==> config.mk <==
export PLATFORM = sky130hd
export DESIGN_NAME = m_len_det_flat
export DESIGN_NICKNAME = d
export VERILOG_FILES = /design/src/rtl/m_len_det_pkg.sv /design/src/rtl/m_len_det_if.sv /design/src/rtl/m_len_det_len_lut.sv /design/src/rtl/m_len_det.sv /design/src/flat_wrapper.sv
export SDC_FILE = /design/constraint.sdc
export NUM_CORES = 1
export LEC_CHECK = 0
export ABC_CLOCK_PERIOD_IN_PS = 3770
export CORE_MARGIN = 5
export CORE_UTILIZATION = 55
export DETAILED_ROUTE_END_ITERATION = 10
export GPL_TIMING_DRIVEN = 0
export PLACE_DENSITY_LB_ADDON = 0.1
export SYNTH_ARGS = -nofsm -noshare
export SYNTH_HDL_FRONTEND = slang
export SYNTH_HIERARCHICAL = 1
export SYNTH_SLANG_ARGS = --single-unit
export TNS_END_PERCENT = 1
==> constraint.sdc <==
create_clock -name clk -period 3.77 [get_ports clk]
set_clock_uncertainty 0.05 [all_clocks]
set_input_delay 0.5655 -clock clk [delete_from_list [all_inputs] [get_ports clk]]
set_output_delay 0.5655 -clock clk [all_outputs]
set_load 0.05 [all_outputs]
==> src/rtl/m_len_det_pkg.sv <==
// Shared definitions for the frame-length detector and the enable generator:
// Link_id codes, supported frame lengths, table base addresses and FSM states.
package m_len_det_pkg;

   localparam int CNT_W_DEF  = 13;
   localparam int ADDR_W_DEF = 16;

   typedef enum logic [4:0] {
      LINK_NONE = 5'd0,
      LINK_5    = 5'd5,
      LINK_6    = 5'd6,
      LINK_7    = 5'd7,
      LINK_11   = 5'd11,
      LINK_17   = 5'd17
   } link_id_t;

   localparam int LEN_L5  = 288;
   localparam int LEN_L6  = 672;
   localparam int LEN_L7  = 1056;
   localparam int LEN_L11 = 432;
   localparam int LEN_L17 = 1872;

   // Bases are cumulative; BASE_END is the first address past the last table.
   localparam logic [15:0] BASE_L5  = 16'h0000;
   localparam logic [15:0] BASE_L6  = 16'h0120;
   localparam logic [15:0] BASE_L7  = 16'h03C0;
   localparam logic [15:0] BASE_L11 = 16'h07E0;
   localparam logic [15:0] BASE_L17 = 16'h0990;
   localparam logic [15:0] BASE_END = 16'h10E0;

   typedef enum logic [1:0] {
      ST_IDLE  = 2'd0,
      ST_CNT   = 2'd1,
      ST_CHECK = 2'd2
   } len_state_t;

endpackage

==> src/rtl/m_len_det_if.sv <==
// Framer-to-detector bundle: beat qualifiers in, held length result and pulses out.
interface m_len_det_if #(
   parameter int CNT_W  = 13,
   parameter int ADDR_W = 16
);
   logic              din_valid;
   logic              din_sof;
   logic              din_eof;
   logic [CNT_W-1:0]  m_len;
   logic [4:0]        link_id;
   logic [ADDR_W-1:0] base_addr;
   logic              len_vld;
   logic              len_err;
   logic              busy;

   modport master (
      output din_valid, din_sof, din_eof,
      input  m_len, link_id, base_addr, len_vld, len_err, busy
   );

   modport slave (
      input  din_valid, din_sof, din_eof,
      output m_len, link_id, base_addr, len_vld, len_err, busy
   );
endinterface

==> src/rtl/m_len_det_len_lut.sv <==
// Combinational frame length -> {hit, link_id, base_addr} lookup.
// Shared with the enable generator so both sides agree on the table.
module m_len_det_len_lut
   import m_len_det_pkg::*;
#(
   parameter int CNT_W  = 13,
   parameter int ADDR_W = 16
) (
   input  logic [CNT_W-1:0]  len,
   output logic              hit,
   output link_id_t          link_id,
   output logic [ADDR_W-1:0] base_addr
);

   always_comb begin
      hit       = 1'b0;
      link_id   = LINK_NONE;
      base_addr = '0;
      case (len)
         CNT_W'(LEN_L5): begin
            hit       = 1'b1;
            link_id   = LINK_5;
            base_addr = ADDR_W'(BASE_L5);
         end
         CNT_W'(LEN_L6): begin
            hit       = 1'b1;
            link_id   = LINK_6;
            base_addr = ADDR_W'(BASE_L6);
         end
         CNT_W'(LEN_L7): begin
            hit       = 1'b1;
            link_id   = LINK_7;
            base_addr = ADDR_W'(BASE_L7);
         end
         CNT_W'(LEN_L11): begin
            hit       = 1'b1;
            link_id   = LINK_11;
            base_addr = ADDR_W'(BASE_L11);
         end
         CNT_W'(LEN_L17): begin
            hit       = 1'b1;
            link_id   = LINK_17;
            base_addr = ADDR_W'(BASE_L17);
         end
         default: begin
            hit       = 1'b0;
            link_id   = LINK_NONE;
            base_addr = '0;
         end
      endcase
   end

endmodule

==> src/rtl/m_len_det.sv <==
// Frame-length detector: counts valid beats from sof to eof, classifies the
// length through len_lut and holds the accepted m_len/link_id/base_addr.
module m_len_det
   import m_len_det_pkg::*;
#(
   parameter int CNT_W  = 13,
   parameter int ADDR_W = 16
) (
   input  logic       clk,
   input  logic       n_rst,
   m_len_det_if.slave bus
);

   localparam logic [CNT_W-1:0] CNT_MAX = '1;
   localparam logic [CNT_W-1:0] CNT_ONE = CNT_W'(1);

   len_state_t        state_reg, state_next;
   logic [CNT_W-1:0]  cnt_reg, cnt_next, cnt_inc;
   logic [CNT_W-1:0]  len_reg, len_next;
   logic              vld_next, err_next, load_next;

   logic [CNT_W-1:0]  m_len_reg;
   logic [4:0]        link_id_reg;
   logic [ADDR_W-1:0] base_reg;
   logic              vld_reg, err_reg;

   logic              lut_hit;
   link_id_t          lut_link;
   logic [ADDR_W-1:0] lut_base;

   logic sof_v, eof_v;
   assign sof_v = bus.din_valid & bus.din_sof;
   assign eof_v = bus.din_valid & bus.din_eof;

   // Saturating increment; a saturated length can never match the table.
   assign cnt_inc = (cnt_reg == CNT_MAX) ? CNT_MAX : cnt_reg + CNT_ONE;

   m_len_det_len_lut #(
      .CNT_W  (CNT_W),
      .ADDR_W (ADDR_W)
   ) u_len_lut (
      .len       (len_reg),
      .hit       (lut_hit),
      .link_id   (lut_link),
      .base_addr (lut_base)
   );

   always_ff @(posedge clk or negedge n_rst) begin
      if (!n_rst) state_reg <= ST_IDLE;
      else        state_reg <= state_next;
   end

   always_comb begin
      state_next = state_reg;
      case (state_reg)
         ST_IDLE: begin
            if (sof_v) state_next = eof_v ? ST_CHECK : ST_CNT;
         end
         ST_CNT: begin
            if (eof_v) state_next = ST_CHECK;
         end
         ST_CHECK: begin
            if (sof_v) state_next = eof_v ? ST_CHECK : ST_CNT;
            else       state_next = ST_IDLE;
         end
         default: state_next = ST_IDLE;
      endcase
   end

   always_comb begin
      cnt_next  = cnt_reg;
      len_next  = len_reg;
      vld_next  = 1'b0;
      err_next  = 1'b0;
      load_next = 1'b0;
      case (state_reg)
         ST_IDLE: begin
            if (sof_v) begin
               cnt_next = CNT_ONE;
               len_next = CNT_ONE;
            end
         end
         ST_CNT: begin
            if (eof_v) begin
               len_next = cnt_inc;
               cnt_next = '0;
            end else if (sof_v) begin
               // New sof inside an open frame: drop it and restart counting.
               err_next = 1'b1;
               cnt_next = CNT_ONE;
            end else if (bus.din_valid) begin
               cnt_next = cnt_inc;
            end
         end
         ST_CHECK: begin
            vld_next  = lut_hit;
            err_next  = ~lut_hit;
            load_next = lut_hit;
            if (sof_v) begin
               cnt_next = CNT_ONE;
               len_next = CNT_ONE;
            end else begin
               cnt_next = '0;
            end
         end
         default: begin
            cnt_next = '0;
         end
      endcase
   end

   always_ff @(posedge clk or negedge n_rst) begin
      if (!n_rst) begin
         cnt_reg     <= '0;
         len_reg     <= '0;
         vld_reg     <= 1'b0;
         err_reg     <= 1'b0;
         m_len_reg   <= '0;
         link_id_reg <= '0;
         base_reg    <= '0;
      end else begin
         cnt_reg <= cnt_next;
         len_reg <= len_next;
         vld_reg <= vld_next;
         err_reg <= err_next;
         if (load_next) begin
            m_len_reg   <= len_reg;
            link_id_reg <= lut_link;
            base_reg    <= lut_base;
         end
      end
   end

   assign bus.m_len     = m_len_reg;
   assign bus.link_id   = link_id_reg;
   assign bus.base_addr = base_reg;
   assign bus.len_vld   = vld_reg;
   assign bus.len_err   = err_reg;
   assign bus.busy      = (state_reg == ST_CNT);

endmodule
==> src/flat_wrapper.sv <==
// flat-port wrapper written by rule: the top's interface ports become plain ports
module m_len_det_flat import m_len_det_pkg::*;
#(
   parameter int CNT_W  = 13,
   parameter int ADDR_W = 16
)
  (clk, n_rst, bus_din_valid, bus_din_sof, bus_din_eof, bus_m_len, bus_link_id, bus_base_addr, bus_len_vld, bus_len_err, bus_busy);
  m_len_det_if #(.CNT_W(CNT_W), .ADDR_W(ADDR_W)) bus_i ();
  input  logic clk;
  input  logic n_rst;
  input wire logic [$bits(bus_i.din_valid)-1:0] bus_din_valid;
  input wire logic [$bits(bus_i.din_sof)-1:0] bus_din_sof;
  input wire logic [$bits(bus_i.din_eof)-1:0] bus_din_eof;
  output wire logic [$bits(bus_i.m_len)-1:0] bus_m_len;
  output wire logic [$bits(bus_i.link_id)-1:0] bus_link_id;
  output wire logic [$bits(bus_i.base_addr)-1:0] bus_base_addr;
  output wire logic [$bits(bus_i.len_vld)-1:0] bus_len_vld;
  output wire logic [$bits(bus_i.len_err)-1:0] bus_len_err;
  output wire logic [$bits(bus_i.busy)-1:0] bus_busy;
  assign bus_i.din_valid = bus_din_valid;
  assign bus_i.din_sof = bus_din_sof;
  assign bus_i.din_eof = bus_din_eof;
  assign bus_m_len = bus_i.m_len;
  assign bus_link_id = bus_i.link_id;
  assign bus_base_addr = bus_i.base_addr;
  assign bus_len_vld = bus_i.len_vld;
  assign bus_len_err = bus_i.len_err;
  assign bus_busy = bus_i.busy;
  m_len_det #(.CNT_W(CNT_W), .ADDR_W(ADDR_W)) u_core (.clk(clk), .n_rst(n_rst), .bus(bus_i));
endmodule
Yosys cells after proc, flatten, opt, wreduce, memory -nomap -nowiden

Index checks and enable logic that the tools add are counted.

Flip-flop bits (word level): 64
Bits of input ports: 5
Output and inout port bits: 37
Logic and storage cells: 52

Add/subtract/negate cells: 1
Eq/ne operators: 12
Mux-type cells: 21
Bitwise logic cells: 3
Reductions and logical operators: 7

Operator list:

| kind                                            | count |
|---|---|
| 2-to-1 mux 13 bit                               | 6 |
| one-hot mux 12 bit (4 select lines)             | 1 |
| one-hot mux 13 bit (3 select lines)             | 1 |
| == test 13 x 11 -> 1 bit, second input constant | 2 |
| == test 13 x 9 -> 1 bit, second input constant  | 2 |
| one-hot mux 13 bit (2 select lines)             | 1 |
| one-hot mux 5 bit (5 select lines)              | 1 |
| adder 13 x 1 -> 13 bit, second input constant   | 1 |
| == test 13 x 10 -> 1 bit, second input constant | 1 |
| == test 13 bit, second input constant           | 1 |
| 2-to-1 mux 2 bit                                | 4 |
| != test 2 x 1 -> 1 bit, second input constant   | 3 |
| one-hot mux 2 bit (3 select lines)              | 1 |
| 2-to-1 mux 1 bit                                | 5 |
| OR reduction 5 bit                              | 1 |
| != test 4 x 2 -> 1 bit, second input constant   | 1 |
| AND reduction 2 bit                             | 2 |
| AND reduction 3 bit                             | 1 |
| bitwise AND 1 bit                               | 2 |
| == test 2 x 1 -> 1 bit, second input constant   | 1 |
| == test 2 bit, second input constant            | 1 |
| logical NOT 2 bit                               | 1 |
| one-hot mux 1 bit (2 select lines)              | 1 |
| nonzero test 2 bit                              | 1 |
| other kinds (2)                                 | 2 |

Longest topological paths before layout

Depth after elaboration: 6
Depth in mapped cells: 9
Gate-level depth less buffers: 7

By module

The synthesis kept the hierarchy.

Modules (own cells, without submodules):

| module            | times used | cells an instance | area an instance (µm²) | seq. area each (µm²) |
|---|---|---|---|---|
| m_len_det         | 1          | 281               | 3094.2                 | 1601.5 |
| m_len_det_len_lut | 1          | 45                | 332.8                  | 0.0 |

Worst setup path before layout

Ideal clock, no wire load.

Path kind: register to register
From: reg u_core.len_reg[1]
To: reg u_core.base_reg[0] (netlist: u_core/bus.base_addr[0])
Library setup time: 0.125 ns
Data arrival time: 2.452 ns
Required time: 3.595 ns
Setup slack: 1.143 ns
Cell stages (with the launch flop): 9
Path buffers: 2
Period minus slack after synthesis: 2.627 ns
Path through: dfrtp_1 > or4_4 > nand4bb_4 > buf_6 > or3_4 > nand3_1 > nand2_1 > clkbuf_1 > mux2_2

Word-level cells in the longest chain between the ends: 4
Elaborated cells between the ends (all ways): 8
Classes of those cells: 5 x eq/ne; 2 x mux; 1 x reduce/logical

RTL lines:

| element                                                | RTL line                | RTL |
|---|---|---|
| start, declared                                        | m_len_det.sv:19         | `logic [CNT_W-1:0] len_reg, len_next;` |
| start signal, assigned                                 | m_len_det.sv:123        | `len_reg <= len_next;` |
| == test 13 x 11 -> 1 bit, or another cell as far along | m_len_det_len_lut.sv:19 | `case (len)` |
| OR reduction 5 bit (no source line) *                  | --                      |  |
| 2-to-1 mux 1 bit *                                     | m_len_det_len_lut.sv:19 |  |
| via u_core.lut_hit                                     | m_len_det.sv:27         | `logic lut_hit;` |
| 2-to-1 mux 1 bit *                                     | m_len_det.sv:76         | `case (state_reg)` |
| end signal, assigned                                   | m_len_det.sv:129        | `base_reg <= lut_base;` |
| end, declared                                          | m_len_det.sv:24         | `logic [ADDR_W-1:0] base_reg;` |

Mark *: on every way through the listed nets, which the timed path passes. The rest lies on a longest branch.
A chain may end at the register's enable or synchronous reset.

Final worst setup path

From: reg u_core.len_reg[1]
To: reg u_core.base_reg[7] (netlist: u_core/bus.base_addr[7])

Same word-level chain as after synthesis.

==> results.md <==
- GRT met1 Usage: a little over a quarter
- Clk slew on worst S/H paths: 70 ps
- Initial antenna violation count: 0
- M2 GR Usage: 34.2%
- Total core area: ~0.0060 sq mm
- First-pass GRT wire length: 12500 um
- Non-Filler Instances: 465
- Adder-cell share of the synthesized area: 1.83%
- Outcome: finished, final reports clean
- Max VDD drop: 0.000265 V
- Via/cell ratio: around 5.8
- # port buffers: 41
- Worst Tran Pin Value: 787 ps
- Height of the die: 88.9 um
- Fillers: 471
- DR vias: 2695
- Pre-antenna DRT Iters: 4
- Largest family of logic cells by synthesized area: simple AND/OR/NAND/NOR gates
- Layout area overhead: 21.4%
- Total setup buffers inserted after CTS: 0
- Type of the worst min-delay path: input pin to async pin
- TritonCTS clock tree: built
- CP Data Arrival Time: 3170 ps
- Crit-path max cell delay: 580 ps
- Fin crit period: approximately 3000 ps
- Maxcap violations: 0
- CTS resizes: 0
- Yosys warns: 6
- Static leakage: 1.86 nW
- Synth Area per Inst: about 11 sq um
- Share of flip-flops with an asynchronous set or reset: 100%
- Setup crit start kind: flip-flop
- Antenna Cells: 0
- Post-Syn Instances: roughly 330
- Mux contribution to synthesized area: 11.4%
- Placed insts: 449
- Max reg flops: 16
- Cell Chain, Critical Path: or4_4 > nand4bb_4 > buf_6 > or3_4 > nand3_1 > nand2_1 > clkbuf_1 > mux2_2
- Post-route ant nets: 0
- GR peak layer: met2
- WS Path Type: flip-flop to flip-flop
- Row count: 28
- Die width: 88.9 um
- CTS HTree Levels: 3
- Register cell area after layout: 0.00160 sq mm
- R2R setup slack: slightly below 800 ps
- Synth Area in Simple Gates: 16.4%
- Nets: about 400
- Area occupied by multi-input gates: roughly 0.0016 sq mm
- Clk Latency, worst-skew pair: 340 ps
- Critical Path RT: 3940 ps
- Initial Util: 57.2%
- Met3 Use GR: 3.13%
- Root Driver: clkbuf_8
- Remaining DRCs: 0
- Post-CTS Hold Buffers: 0
- Clock Sinks: 64
- Endpoint class of the critical path: flip-flop
- Endpoints failing setup: 0
- DR iter-0 viols: 174
- Max transition margin: between 40% and 50%
- Pwr dens: approximately 430 mW/mm^2
- WHS: 258 ps
- Placer Congestion: between 0.9 and 1
- Unrepaired setup endpoints after global routing: false
- Post-synthesis register bit count: 64
- Register area share after synthesis: 46.7%
- IO Pins: 42
- Routed length per placed instance: 15.8 um
- Top FF cell, synth: dfrtp_1
- Synth Area in Compound Gates: roughly 16%
- XOR/XNOR share of the synthesized area: 0.256%
- DIE AREA: 0.00791 sq mm
- Share of cells above drive strength 1: 20.5%
- Total gr overflow: 0
- Clock buffer depth: 2
- Dpl hpwl: 5390 um
- Number of synthesized flops with an enable pin: 0
- Synth unique cells: between 50 and 60
- Crit-path slowest cell: or4_4
- CP Max Fanout: 10
- Max Slew Vio Count: 0
- Final Hold Vio Count: 0
- Post-route clock period utilization: 79.5%
- Vias in the first global route: between 2000 and 3000
- Cell Area, Synth: roughly 0.0034 sq mm
- GRT Util Overall: roughly a fifth
- Num CTS Buffers: 9
- Largest net degree at the start of global routing: 65
- Fmax: roughly 0.33 GHz
- Post-Route WL: 7360 um
==> routing by layer <==
metal  routed length, um  share of wire (%)  vias up
met5                   0                  0        -
met4                  89                1.2        0
met3                 369                5.0       10
met2                3600                 49       66
met1                3300                 45     1308
li1                    -                  -     1311
==> synth_stat cells (all sizes together) (2+ instances only) <==
cell type / count / share of area [%]
o211ai: 13 / 2.8
and4: 4 / 1.0
o22ai: 3 / 0.55
buf: 20 / 4.5
a21oi: 13 / 1.9
dfrtp: 64 / 47
or3: 3 / 0.69
nand4: 6 / 1.1
o41ai: 2 / 0.51
nand4bb: 3 / 1.5
nor2b: 3 / 0.55
nor2: 12 / 1.4
and2: 4 / 0.73
mux2: 33 / 11
nand2: 24 / 2.6
nor3: 13 / 1.9
and3: 3 / 0.55
clkbuf: 8 / 0.91
nand3: 7 / 1.0
o31ai: 14 / 3.8
nor4: 5 / 0.91
mux2i: 2 / 0.58
inv: 17 / 1.9
o21ai: 18 / 2.6
ha: 5 / 1.8
or4b: 2 / 0.58
nand2b: 3 / 0.55
o31a: 3 / 0.77
==> critical path: cells and delay by family (launching register included) <==
kind / cells / cell delay [ps]
muxes: 1 / 350
DFF: 1 / 420
buffers and inverters: 2 / 480
and+or+nand+nor: 5 / 1570
==> layout make-up <==
type,count,area share (%)
clock buffers,11,3.64
well taps,75,2.25
repair buffers,41,9.80
multi-input cells,224,38.5
clock inverters,5,1.32
plain buffers,28,4.45
flip-flops and latches,64,38.5
inverters,17,1.53
==> where the power goes <==
part           internal (W)  total [W]  leakage (nW)  switching (W)
sequential         0.000715   0.000744         0.867      0.0000296
combinational      0.000142   0.000419         0.888       0.000276
clock              0.000339   0.000607         0.101       0.000268
total               0.00120    0.00177          1.86       0.000574
==> kinds of logic (layout without fill, tap and decap cells) <==
| family | after synthesis | count (layout) |
|---|---|---|
| xor gates and xnor gates | 1 | 1 |
| DFF | 64 | 64 |
| muxes | 35 | 35 |
| AOI/OAI and AO/OA | 78 | 78 |
| other | 1 | 8 |
| buffers and inverters | 45 | 102 |
| and+or+nand+nor | 97 | 97 |
| adders and majority gates | 5 | 5 |
==> cells in the final DEF (no fill, tap or decap), types with 3 or more instances in the layout <==
| cell type | count |
|---|---|
| clkbuf_1 | 7 |
| and2_1 | 4 |
| nor3_1 | 13 |
| o211ai_1 | 13 |
| o21ai_0 | 17 |
| ha_1 | 5 |
| mux2_2 | 33 |
| buf_2 | 3 |
| dfrtp_1 | 64 |
| nor2b_1 | 3 |
| nor4_1 | 5 |
| o31ai_1 | 11 |
| o22ai_1 | 3 |
| nand3_1 | 7 |
| conb_1 | 8 |
| and4_1 | 4 |
| and3_1 | 3 |
| nand2_1 | 24 |
| a21oi_1 | 13 |
| inv_1 | 17 |
| buf_4 | 16 |
| clkbuf_8 | 11 |
| nand2b_1 | 3 |
| clkdlybuf4s50_1 | 40 |
| o31a_1 | 3 |
| nand4_1 | 6 |
| nor2_1 | 11 |
==> stage by stage <==
step           power [W]  utilization (%)  TNS, ps  area [sq um]  setup slack [ps]
2_1_floorplan    0.00106                -        0          3450              1140
3_3_place_gp     0.00117             66.1    -1340          3960             -25.3
3_5_place_dp     0.00117             66.0        0          3960               738
4_1_cts          0.00178             69.5        0          4160               723
5_1_grt          0.00186             69.5        0          4160               615
6_report         0.00177             69.5        0          4160               773
==> final timing paths <==
check                                           startpoint                                  end  cells past startpoint
max in group asynchronous                            n_rst       u_core/cnt_reg[12]$_DFFE_PN0P_                      1
max                          u_core/len_reg[1]$_DFFE_PN0P_  u_core/bus.base_addr[7]$_DFFE_PN0P_                      8
max reg2reg                  u_core/len_reg[1]$_DFFE_PN0P_  u_core/bus.base_addr[7]$_DFFE_PN0P_                      8
min reg2reg                u_core/bus.m_len[0]$_DFFE_PN0P_      u_core/bus.m_len[0]$_DFFE_PN0P_                      2
min in group clk           u_core/bus.m_len[0]$_DFFE_PN0P_      u_core/bus.m_len[0]$_DFFE_PN0P_                      2
min                                                  n_rst  u_core/bus.base_addr[0]$_DFFE_PN0P_                      1
No activity file was read; power rests on OpenSTA's default activity.
